==> src/rtl/time_entry_pkg.sv <==
// Shared types and constants for the MM:SS keypad entry block and its
// serial BCD-to-binary converters.
package time_entry_pkg;

  typedef enum logic [1:0] {
    ENTRY   = 2'd0,
    CONVERT = 2'd1,
    OFFER   = 2'd2
  } state_t;

  localparam int CONV_SHIFTS = 7;

  localparam logic [1:0] CUR_M1 = 2'd3;
  localparam logic [1:0] CUR_M0 = 2'd2;
  localparam logic [1:0] CUR_S1 = 2'd1;
  localparam logic [1:0] CUR_S0 = 2'd0;

  typedef logic [3:0] bcd_digit_t;

  // Reverse double-dabble correction applied after each right shift
  function automatic bcd_digit_t dabble_adj(input bcd_digit_t n);
    return (n >= 4'd8) ? bcd_digit_t'(n - 4'd3) : n;
  endfunction

endpackage

==> src/rtl/bcd2_to_bin_seq.sv <==
// Two-digit serial BCD-to-binary converter (reverse double-dabble):
// one load cycle, then CONV_SHIFTS shift cycles, then a one-cycle done pulse.
module bcd2_to_bin_seq
  import time_entry_pkg::*;
(
  input  logic       clk,
  input  logic       rst_n,
  input  logic       start,
  input  logic       abort,
  input  logic [7:0] bcd,
  output logic [6:0] bin,
  output logic       done
);

  localparam logic [2:0] SHIFTS = 3'(CONV_SHIFTS);

  logic [14:0] sr_q, sr_d, shifted;
  logic [2:0]  cnt_q, cnt_d;
  logic        done_q, done_d;

  always_comb begin
    sr_d    = sr_q;
    cnt_d   = cnt_q;
    done_d  = 1'b0;
    shifted = sr_q >> 1;
    if (abort) begin
      cnt_d = '0;
    end else if (start) begin
      sr_d  = {bcd, 7'd0};
      cnt_d = SHIFTS;
    end else if (cnt_q != 3'd0) begin
      sr_d   = {dabble_adj(shifted[14:11]), dabble_adj(shifted[10:7]), shifted[6:0]};
      cnt_d  = cnt_q - 3'd1;
      done_d = (cnt_q == 3'd1);
    end
  end

  always_ff @(posedge clk or negedge rst_n) begin
    if (!rst_n) begin
      sr_q   <= '0;
      cnt_q  <= '0;
      done_q <= 1'b0;
    end else begin
      sr_q   <= sr_d;
      cnt_q  <= cnt_d;
      done_q <= done_d;
    end
  end

  assign bin  = sr_q[6:0];
  assign done = done_q;

endmodule

==> src/rtl/time_entry.sv <==
// Keypad MM:SS entry: validates digits as typed, converts the finished entry
// to binary minutes/seconds and offers it to the timer on a valid/ready load.
module time_entry
  import time_entry_pkg::*;
#(
  parameter int unsigned SEC_TENS_MAX = 5,
  parameter bit          ALLOW_ZERO   = 1'b1
) (
  input  logic        clk,
  input  logic        rst_n,
  input  logic [3:0]  digit_in,
  input  logic        digit_stb,
  input  logic        clear,
  output logic [15:0] entry_bcd,
  output logic [1:0]  cursor,
  output logic        busy,
  output logic        err,
  output logic        load_valid,
  input  logic        load_ready,
  output logic [7:0]  load_min,
  output logic [7:0]  load_sec
);

  localparam bcd_digit_t TENS_LIM = bcd_digit_t'(SEC_TENS_MAX);

  state_t      state_q, state_d;
  logic [15:0] entry_q, entry_d;
  logic [1:0]  cursor_q, cursor_d;
  logic        busy_q, busy_d;
  logic        err_q, err_d;
  logic        load_valid_q, load_valid_d;
  logic [7:0]  load_min_q, load_min_d;
  logic [7:0]  load_sec_q, load_sec_d;

  logic        illegal, conv_start;
  logic        min_done, sec_done;
  logic [6:0]  min_bin, sec_bin;

  assign illegal = (digit_in > 4'd9)
                || ((cursor_q == CUR_S1) && (digit_in > TENS_LIM))
                || (!ALLOW_ZERO && (cursor_q == CUR_S0) && (digit_in == 4'd0)
                    && (entry_q[{CUR_M1, 2'b00} +: 4] == 4'd0)
                    && (entry_q[{CUR_M0, 2'b00} +: 4] == 4'd0)
                    && (entry_q[{CUR_S1, 2'b00} +: 4] == 4'd0));

  always_comb begin
    state_d      = state_q;
    entry_d      = entry_q;
    cursor_d     = cursor_q;
    err_d        = 1'b0;
    load_valid_d = load_valid_q;
    load_min_d   = load_min_q;
    load_sec_d   = load_sec_q;
    conv_start   = 1'b0;

    case (state_q)
      ENTRY: begin
        if (digit_stb) begin
          if (illegal) begin
            err_d = 1'b1;
          end else begin
            entry_d[{cursor_q, 2'b00} +: 4] = digit_in;
            if (cursor_q == CUR_S0) begin
              // Converters load from the completed entry on this same edge
              state_d    = CONVERT;
              conv_start = 1'b1;
            end else begin
              cursor_d = cursor_q - 2'd1;
            end
          end
        end
      end
      CONVERT: begin
        if (min_done && sec_done) begin
          load_min_d   = {1'b0, min_bin};
          load_sec_d   = {1'b0, sec_bin};
          load_valid_d = 1'b1;
          state_d      = OFFER;
        end
      end
      OFFER: begin
        if (load_ready) begin
          load_valid_d = 1'b0;
          entry_d      = '0;
          cursor_d     = CUR_M1;
          state_d      = ENTRY;
        end
      end
      default: state_d = ENTRY;
    endcase

    // Clear overrides everything; the last load value stays on the bus
    if (clear) begin
      state_d      = ENTRY;
      entry_d      = '0;
      cursor_d     = CUR_M1;
      load_valid_d = 1'b0;
      err_d        = 1'b0;
      conv_start   = 1'b0;
    end

    busy_d = (state_d != ENTRY);
  end

  always_ff @(posedge clk or negedge rst_n) begin
    if (!rst_n) begin
      state_q      <= ENTRY;
      entry_q      <= '0;
      cursor_q     <= CUR_M1;
      busy_q       <= 1'b0;
      err_q        <= 1'b0;
      load_valid_q <= 1'b0;
      load_min_q   <= '0;
      load_sec_q   <= '0;
    end else begin
      state_q      <= state_d;
      entry_q      <= entry_d;
      cursor_q     <= cursor_d;
      busy_q       <= busy_d;
      err_q        <= err_d;
      load_valid_q <= load_valid_d;
      load_min_q   <= load_min_d;
      load_sec_q   <= load_sec_d;
    end
  end

  bcd2_to_bin_seq u_min (
    .clk   (clk),
    .rst_n (rst_n),
    .start (conv_start),
    .abort (clear),
    .bcd   (entry_d[15:8]),
    .bin   (min_bin),
    .done  (min_done)
  );

  bcd2_to_bin_seq u_sec (
    .clk   (clk),
    .rst_n (rst_n),
    .start (conv_start),
    .abort (clear),
    .bcd   (entry_d[7:0]),
    .bin   (sec_bin),
    .done  (sec_done)
  );

  assign entry_bcd  = entry_q;
  assign cursor     = cursor_q;
  assign busy       = busy_q;
  assign err        = err_q;
  assign load_valid = load_valid_q;
  assign load_min   = load_min_q;
  assign load_sec   = load_sec_q;

endmodule

==> config.mk <==
export PLATFORM = sky130hd
export DESIGN_NAME = time_entry
export DESIGN_NICKNAME = d
export VERILOG_FILES = /design/src/rtl/time_entry_pkg.sv /design/src/rtl/bcd2_to_bin_seq.sv /design/src/rtl/time_entry.sv
export SDC_FILE = /design/constraint.sdc
export NUM_CORES = 1
export LEC_CHECK = 0
export CORE_MARGIN = 5
export CORE_UTILIZATION = 45
export DETAILED_ROUTE_END_ITERATION = 8
export HOLD_SLACK_MARGIN = 0.02
export PLACE_DENSITY_LB_ADDON = 0.15
export SYNTH_ARGS = -nofsm -noshare
export SYNTH_HDL_FRONTEND = slang
export SYNTH_SLANG_ARGS = --single-unit
==> constraint.sdc <==
create_clock -name clk -period 2.14 [get_ports clk]
set_input_delay 0.214 -clock clk [delete_from_list [all_inputs] [get_ports clk]]
set_output_delay 0.214 -clock clk [all_outputs]
set_load 0.01 [all_outputs]
* Yosys cells after proc, flatten, opt, wreduce, memory -nomap -nowiden
Index checks and enable logic that the tools add are counted.
** Cells by class
- Add/sub/neg operators :: 8
- Magnitude comparators :: 6
- Equal/unequal tests :: 10
- Shift operators :: 2
- Mux-type cells :: 52
- Bitwise gates (word level) :: 1
- Reductions and logical operators :: 19
** Operator list (count)
- 2-to-1 mux 16 bit :: 4
- 2-to-1 mux 15 bit :: 4
- case mux 16 bit (2 select lines) :: 1
- 2-to-1 mux 2 bit :: 11
- 2-to-1 mux 1 bit :: 18
- 2-to-1 mux 3 bit :: 6
- nonzero test 3 bit :: 6
- bitwise mux 16 bit :: 1
- 2-to-1 mux 4 bit :: 4
- variable shift 4 x 6 -> 16 bit (first input constant) :: 1
- indexed part select 4 x 6 -> 16 bit :: 1
- inequality test 3 bit (second input constant) :: 5
- greater-or-equal comparator 3 x 4 -> 1 bit (second input constant) :: 2
- greater-or-equal comparator 4 bit (second input constant) :: 2
- subtractor 3 x 2 -> 4 bit (second input constant) :: 2
- subtractor 4 x 2 -> 4 bit (second input constant) :: 2
- == test 3 x 1 -> 1 bit (second input constant) :: 2
- negation 4 -> 6 bit :: 1
- case mux 2 bit (3 select lines) :: 1
- AND reduction 2 bit :: 3
- nonzero test 2 bit :: 3
- subtractor 3 x 1 -> 3 bit (second input constant) :: 2
- AND reduction 5 bit :: 1
- == test 2 x 1 -> 1 bit (second input constant) :: 2
- 11 further kinds :: 13
** Word-level totals
- Bits in registers :: 75
- Input port bits :: 9
- Output and inout port bits :: 37

* Logic depth before layout (Yosys ltp)
Gate-level depths: netlist of run 1.
- Depth in word-level cells :: 9
- Mapped depth :: 8
- Depth with buffers taken out :: 6

* Hierarchy
From an unflattened synthesis of run 1, not the netlist that was laid out.
** Second synthesis, totals
- Cells, all modules :: 343
- Area, all modules :: 3977.6 um^2
** Modules (own cells, without submodules)
- bcd2_to_bin_seq :: instances 2, cells each 83, area each 1031.0 um^2, sequential area each 475.5 um^2
- time_entry :: instances 1, cells each 177, area each 1915.6 um^2, sequential area each 928.4 um^2

* Worst setup path after synthesis of run 1
Ideal clock, no wire load.
- Path kind :: register -> register
- Start point :: register cursor_q[0], in the netlist cursor[0]
- End point :: register cursor_q[1], in the netlist cursor[1]
- Arrival :: 2320 ps
- Required time :: 2062 ps
- Path slack :: -258 ps
- Stages on the path, launching flop included :: 7
- Path buffers :: 1
- Path through :: dfstp_2 > clkbuf_1 > inv_1 > ha_1 > a2111oi_0 > mux2_2 > a31oi_1
** On the way
- Cells in the longest elaborated chain, start to end :: 6
- Elaborated cells between the ends (all ways) :: 13
** Ends and longest elaborated chain
- start, declared :: RTL line time_entry.sv:28 : logic [1:0] cursor_q, cursor_d;
- start signal, assigned :: RTL line time_entry.sv:118 : cursor_q <= cursor_d;
- subtractor 2 x 1 -> 2 bit :: RTL line time_entry.sv:68 : cursor_d = cursor_q - 2'd1;
- 2-to-1 mux 2 bit :: RTL line time_entry.sv:63 : if (cursor_q == CUR_S0) begin
- 2-to-1 mux 2 bit :: RTL line time_entry.sv:59 : if (illegal) begin
- 2-to-1 mux 2 bit :: RTL line time_entry.sv:58 : if (digit_stb) begin
- case mux 2 bit (2 select lines) :: RTL line time_entry.sv:56 : case (state_q)
- 2-to-1 mux 2 bit :: RTL line time_entry.sv:93 : if (clear) begin
Parallel ways exist; a longest one is shown, timed or not. The select of a mux whose other input is x is not followed.
A chain may end at the register's enable or synchronous reset.

* Worst setup path after layout of run 1
- Start point :: register cursor_q[1], in the netlist cursor[1]
- End point :: register u_min.sr_q[12]
** On the way
- Cells in the longest elaborated chain, start to end :: 9
- Elaborated cells between the ends (all ways) :: 20
** Ends and longest elaborated chain
- branches (longest 9 deep; another with negation 4 -> 6 bit)
- end signal, assigned :: RTL line bcd2_to_bin_seq.sv:44 : sr_q <= sr_d;
- end, declared :: RTL line bcd2_to_bin_seq.sv:17 : logic [14:0] sr_q, sr_d, shifted;
Several ways; the timed one is not identified.

==> results.sh, run 1 <==
export IMPL_run_status="complete, but fails checks"
export IMPL_violations="setup timing"
export IMPL_drt_initial_drc_count=176
export IMPL_yosysUniqueCellTypes=49
export IMPL_ys_ff_latch=75
export IMPL_fin_crit_ps=2150
export IMPL_holdCritPathClass="in -> async"
export IMPL_track_usage=0.183
export IMPL_clk_path_buf_depth=2
export IMPL_grt_max_degree=45
export IMPL_core_um2=8220
export IMPL_grt_pass1_wl_um=14800
export IMPL_drv_slew=0
export IMPL_dp_hpwl_um=6400
export IMPL_ir_drop_uv=369
export IMPL_vias_per_cell=5.53
export IMPL_portBuffers=43
export IMPL_synthFlopType="dfrtp_1"
export IMPL_async_flop_share=1.00
export IMPL_cap_violations=0
export IMPL_cts_num_sinks=75
export IMPL_finish_utilization=0.603
export IMPL_path_max_fanout=9
export IMPL_reg2reg_slack_ps=-10
export IMPL_required_ps=2340
export IMPL_fin_ws_ps=-12.0
export IMPL_io_pins=46
export IMPL_yosys_area_top_type_share=0.483
export IMPL_cts_tree="done"
export IMPL_cts_max_level=3
export IMPL_area_growth_syn_to_layout_pct=31.0
export IMPL_clkTransAtPathRegs_ps=80
export IMPL_fin_cells=533
export IMPL_critPathArrivalTime_ps=2350
export IMPL_clkLatencyLatePin_ps=340
export IMPL_numCtsBuffers=9
export IMPL_fin_nets=448
export IMPL_firstDrtPassIters=4
export IMPL_setup_violations=4
export IMPL_p_leak_nw=2.27
export IMPL_worstSetupPathType="reg -> reg"
export IMPL_synth_top_cell_by_area="dfrtp_1"
export IMPL_antenna_left=0
export IMPL_slew_headroom=0.574
export IMPL_start_util=0.460
export IMPL_ys_warn_count=0
export IMPL_die_area_um2=10300
export IMPL_place_ws_ps=-7.98
export IMPL_wirelength_um=9200
export IMPL_synthTopCellsByCount="73 x dfrtp_1, 31 x a21oi_1, 23 x mux2i_1"
export IMPL_n_antenna_cell=0
export IMPL_r2r_start="cursor[1]"
export IMPL_synthTopCellsByArea="dfrtp_1 48%, mux2i_1 6.1%, ha_1 5.3%"
export IMPL_seq_area_frac_synth=0.497
export IMPL_tightestPinTransition_ps=636
export IMPL_skew_ps=12.7
export IMPL_row_count=33
export IMPL_globalplace_congestion=0.852
export IMPL_first_global_vias=2985
export IMPL_synth_area_um2=3780
export IMPL_dp_cells=507
export IMPL_fmax_ghz=0.465
export IMPL_final_layout_size_suffix_gt1_frac=0.220
export IMPL_crit_path_end_kind="flop"
export IMPL_via_count=2948
export IMPL_antenna_found_initial=0
export IMPL_grt_overflow=0
export IMPL_hold_violations=0
export IMPL_post_route_drc_count=0
export IMPL_hold_ws_ps=357
export IMPL_wl_per_cell_um=17.3
export IMPL_cp_start_kind="flop"
export IMPL_reg2reg_to="u_min.sr_q[12]"
export IMPL_fin_crit_sh=1.01
export IMPL_crit_path_start="cursor[1]"
export IMPL_rsz0062_at_grt="yes"
export IMPL_syn_inst=347
export IMPL_syn_avg_cell_area_um2=10.9
export IMPL_crit_end="u_min.sr_q[12]"
export IMPL_root_buffer="clkbuf_8"
export IMPL_synth_most_common_cell="dfrtp_1"
export IMPL_powerDensity_nw_per_um2=774
export IMPL_fp_dieH_um=102
export IMPL_ff2ff_path_depth=8
export IMPL_synth_edf_count=0
export IMPL_die_w_um=102
-- per-stage QoR --
step	cell area (um2)	total power [mW]	TNS, ps
2_1_floorplan	3860	2.50	-2610
3_3_place_gp	4570	2.80	0
3_5_place_dp	4570	2.84	-19.5
4_1_cts	4740	3.79	-23.9
5_1_grt	4950	4.07	-872
6_report	4950	3.83	-26.8
-- layer usage --
| layer | part of all wire | vias to the layer above | global-route usage | wire length, um |
|---|---|---|---|---|
| met1 | 0.46 | 1438 | 0.257 | 4260 |
| met3 | 0.047 | 17 | 0.0324 | 430 |
| met4 | 0.016 | 0 | 0.0726 | 146 |
| met2 | 0.47 | 71 | 0.280 | 4360 |
| li1 | - | 1422 | - | - |
| met5 | 0 | - | 0 | 0 |
-- worst min path at each step --
stage,slack [ps],cells after the start,startpoint,to
floorplan,-80,0,rst_n,busy
global placement,190,1,rst_n,load_min[0]
detailed placement,190,1,rst_n,load_min[0]
CTS,370,2,rst_n,load_min[0]
global route,390,2,rst_n,load_min[0]
finish,360,2,rst_n,u_min.cnt_q[2]
-- kinds of logic (layout without fill, tap and decap cells) --
family | Yosys count | count (layout) | synth area share
XOR/XNOR | 8 | 8 | 0.0185
flip-flops | 75 | 75 | 0.497
AND/OR/NAND/NOR | 84 | 85 | 0.122
multiplexers | 38 | 38 | 0.106
adder cells (fa/ha/maj) | 16 | 16 | 0.0529
other | 1 | 2 | 0.000992
buffers and inverters | 34 | 113 | 0.0371
AO/OA/AOI/OAI | 91 | 91 | 0.166
-- final cells by class --
| type | count | area, um2 |
|---|---|---|
| fill | 685 | 3260 |
| multi-input combinational | 240 | 1940 |
| sequential | 75 | 1880 |
| timing repair buffer | 79 | 768 |
| clock buffer | 13 | 149 |
| tap | 105 | 131 |
| inverter | 18 | 70.1 |
| clock inverter | 3 | 15.0 |
-- cells in the final DEF, fill, tap and decap left out, types with 3 or more instances in the layout --
cell type and n:
clkinv_2 3, a21oi_2 4, nand3_1 5, xnor2_1 8, o2111ai_1 3, dfrtp_1 73, a22oi_2 3, inv_1 17
clkbuf_8 10, nor3b_2 4, clkdlybuf4s50_1 42, o21ai_0 12, buf_4 30, ha_1 15, nor2_1 9, and2_1 7
nor3_1 5, nand2_1 20, mux2i_1 22, a22o_1 17, clkbuf_1 3, nand4_1 6, nand2b_1 5, o211ai_1 6
a21oi_1 25, mux2_2 15, and3_1 4, a22oi_1 3, nor3b_1 4
-- repair_timing --
| item | CTS | global route |
|---|---|---|
| hold buffers | 1 | 0 |
| hold endpoints to repair | 29 | 0 |
| gates cloned | 0 | 3 |
| pin swaps | 0 | 9 |
| setup endpoints to repair | 4 | 33 |
| buffers inserted | 0 | 6 |
| resized for setup | 0 | 19 |
-- sequential cells by signal (all words and copies together) (netlist names) --
register,flops
entry_bcd,16
u_min.sr_q,15
u_sec.sr_q,15
load_min,7
load_sec,7
u_min.cnt_q,3
u_sec.cnt_q,3
cursor,2
state_q,2
busy,1
err,1
load_valid,1
u_min.done,1
u_sec.done,1
-- power breakdown --
| group | total (mW) | switching (mW) | internal (mW) |
|---|---|---|---|
| clock network | 0.944 | 0.495 | 0.449 |
| logic | 1.11 | 0.586 | 0.521 |
| registers | 1.78 | 0.160 | 1.62 |
-- worst max-delay path, stage by stage (launching register included) --
cell,delay (ps)
dfstp_2,560
inv_4,40
ha_4,170
a21o_4,230
a2111oi_4,370
buf_6,190
buf_12,140
nand2_8,100
mux2i_2,210
No activity file was read; power rests on OpenSTA's default activity.
==> run 2, diff against run 1 <==
--- a/config.mk
+++ b/config.mk
@@ -5,11 +5,15 @@
 export SDC_FILE = /design/constraint.sdc
 export NUM_CORES = 1
 export LEC_CHECK = 0
+export CELL_PAD_IN_SITES_DETAIL_PLACEMENT = 1
+export CELL_PAD_IN_SITES_GLOBAL_PLACEMENT = 1
 export CORE_MARGIN = 5
-export CORE_UTILIZATION = 45
+export CORE_UTILIZATION = 40
 export DETAILED_ROUTE_END_ITERATION = 8
 export HOLD_SLACK_MARGIN = 0.02
 export PLACE_DENSITY_LB_ADDON = 0.15
+export RECOVER_POWER = 100
+export REMOVE_ABC_BUFFERS = 1
 export SYNTH_ARGS = -nofsm -noshare
 export SYNTH_HDL_FRONTEND = slang
 export SYNTH_SLANG_ARGS = --single-unit
==> run 2 against run 1 <==
Compared with the run above: the flow now finishes without violations; fmax grew 3.2%; power grew 3.0%; cell count grew 5.4%; cell area shrank 0.10%; hold slack gained 130 ps; clock power grew 8%; combinational power is essentially flat; utilization shrank 6.7 points; sequential cell count is the same; non-clock buffer count grew 4; clock-buffer cell count shrank 3; highest routed layer unchanged.
==> results.sh, run 2 (synthesized netlist as in run 1, its figures left out) <==
export IMPL_largest_reg_flops=16
export IMPL_die_area_um2=11500
export IMPL_fin_crit_ps=2090
export IMPL_clkTransAtPathRegs_ps=90
export IMPL_io_pins=46
export IMPL_die_w_um=107
export IMPL_skew_ps=17.8
export IMPL_fillers=1019
export IMPL_final_layout_size_suffix_gt1_frac=0.208
export IMPL_start_util=0.409
export IMPL_dp_hpwl_um=7490
export IMPL_cts_tree="done"
export IMPL_critical_path_buf_inv_count=3
export IMPL_area_growth_syn_to_layout_pct=30.8
export IMPL_grt_max_degree=50
export IMPL_p_leak_nw=2.42
export IMPL_cts_max_level=3
export IMPL_fin_cells=562
export IMPL_dp_cells=541
export IMPL_layout_common_cells="73 x dfrtp_1, 35 x dlygate4sd3_1, 30 x buf_4, 27 x a21oi_1, 23 x mux2i_1"
export IMPL_setup_tns_ps=0
export IMPL_ir_drop_uv=370
export IMPL_holdCritPathClass="in -> reg"
export IMPL_hold_violations=0
export IMPL_firstDrtPassIters=4
export IMPL_swShare=0.346
export IMPL_hold_ws_ps=486
export IMPL_fin_ws_ps=54.4
export IMPL_grt_overflow=0
export IMPL_fp_dieH_um=107
export IMPL_fmax_ghz=0.479
export IMPL_setup_violations=0
export IMPL_run_status="finished, final reports clean"
export IMPL_drv_slew=0
export IMPL_globalplace_congestion=0.840
export IMPL_fin_crit_sh=0.975
export IMPL_cp_slowest_cell="dfstp_2"
export IMPL_fin_nets=453
export IMPL_critPathArrivalTime_ps=2320
export IMPL_required_ps=2380
export IMPL_vias_per_cell=5.46
export IMPL_layout_commonest_cell="dfrtp_1"
export IMPL_root_buffer="clkbuf_8"
export IMPL_row_count=35
export IMPL_grt_pass1_wl_um=17100
export IMPL_wl_per_cell_um=19.0
export IMPL_antenna_left=0
export IMPL_tightestPinTransition_ps=1230
export IMPL_wirelength_um=10700
export IMPL_via_count=3068
export IMPL_cell_internal_pwr_mw=2.58
export IMPL_switching_power_mw=1.36
export IMPL_n_antenna_cell=0
export IMPL_first_global_vias=3317
export IMPL_powerDensity_nw_per_um2=798
export IMPL_portBuffers=43
export IMPL_post_route_drc_count=0
export IMPL_clk_path_buf_depth=2
export IMPL_track_usage=0.191
export IMPL_reg2reg_slack_ps=50
export IMPL_numCtsBuffers=9
export IMPL_finish_utilization=0.535
export IMPL_place_ws_ps=-90.2
export IMPL_worstSetupPathType="reg -> reg"
export IMPL_cp_start_kind="flop"
export IMPL_crit_path_end_kind="flop"
export IMPL_crit_family="compound AO/OA/AOI/OAI gates"
export IMPL_slew_headroom=0.182
export IMPL_comb_power_share=0.289
export IMPL_cts_num_sinks=75
export IMPL_antenna_found_initial=0
export IMPL_clkLatencyLatePin_ps=360
export IMPL_path_cells="inv_2 -> ha_4 -> a21o_4 -> a2111oi_4 -> buf_4 -> buf_6 -> nor3b_1 -> a22oi_1"
export IMPL_cap_violations=0
export IMPL_drt_initial_drc_count=95
export IMPL_p_clk_frac=0.258
export IMPL_seqPwrFrac=0.453
export IMPL_core_um2=9240
export IMPL_max_stage_delay_ps=540
export IMPL_path_max_fanout=12
## run 2: cell count changes in the layout (fill, tap and decap cells not counted), sizes merged
cell / previous run / this run
clkbuf: 15 / 16
clkdlybuf4s50: 42 / 8
clkinvlp: 0 / 2
dlygate4sd3: 1 / 35
inv: 18 / 19
nand2: 23 / 24
## run 2: through the flow
step,cell area (um2),power (mW)
final,4950,3.95
after global placement,4600,2.82
after floorplan,3710,2.46
after global routing,4950,4.20
after CTS,4810,3.91
after detailed placement,4600,2.88
## run 2: power groups by stage
stage          clock, mW  combinational [mW]  sequential (mW)
2_1_floorplan          0               0.691             1.77
3_5_place_dp           0                1.07             1.81
4_1_cts             1.04                1.09             1.78
5_1_grt             1.11                1.28             1.82
3_3_place_gp           0                1.02             1.80
6_report            1.02                1.14             1.79
## run 2: area by class of cell
| type | count | area (um2) | area share |
|---|---|---|---|
| clock buffers | 10 | 138 | 0.0278 |
| well taps | 129 | 161 | 0.0326 |
| clock inverters | 6 | 38.8 | 0.00784 |
| flip-flops and latches | 75 | 1880 | 0.380 |
| inverters | 18 | 67.6 | 0.0137 |
| multi-input cells | 241 | 1930 | 0.390 |
| repair buffers | 83 | 732 | 0.148 |
## run 2: metal layers
metal,share of wire,GRT usage,vias up
li1,-,-,1428
met1,0.45,0.249,1565
met2,0.49,0.316,56
met3,0.031,0.0325,19
met4,0.025,0.0712,0
met5,0,0,-
## run 2: tightest hold or removal path, delay by kind of cell
kind / cells / cell delay (ps)
simple gates: 1 / 100
compound gates: 1 / 60
buf+inv: 1 / 440
## run 2: worst paths after layout
check,from,endpoint,cells past startpoint
max,cursor[1],u_sec.sr_q[9],8
min,digit_in[2],entry_bcd[6],3
max reg2reg,cursor[1],u_sec.sr_q[9],8
min reg2reg,load_sec[3],load_sec[3],1
max in group asynchronous,rst_n,entry_bcd[14],3
min in group asynchronous,rst_n,load_sec[1],2
## run 2: what timing repair did
action	4_1_cts	5_1_grt
hold endpoints to repair	45	0
gates cloned	0	3
buffers inserted	0	1
gates resized for setup	4	27
setup endpoints to repair	33	58
pin swaps	1	16
hold buffers	1	0
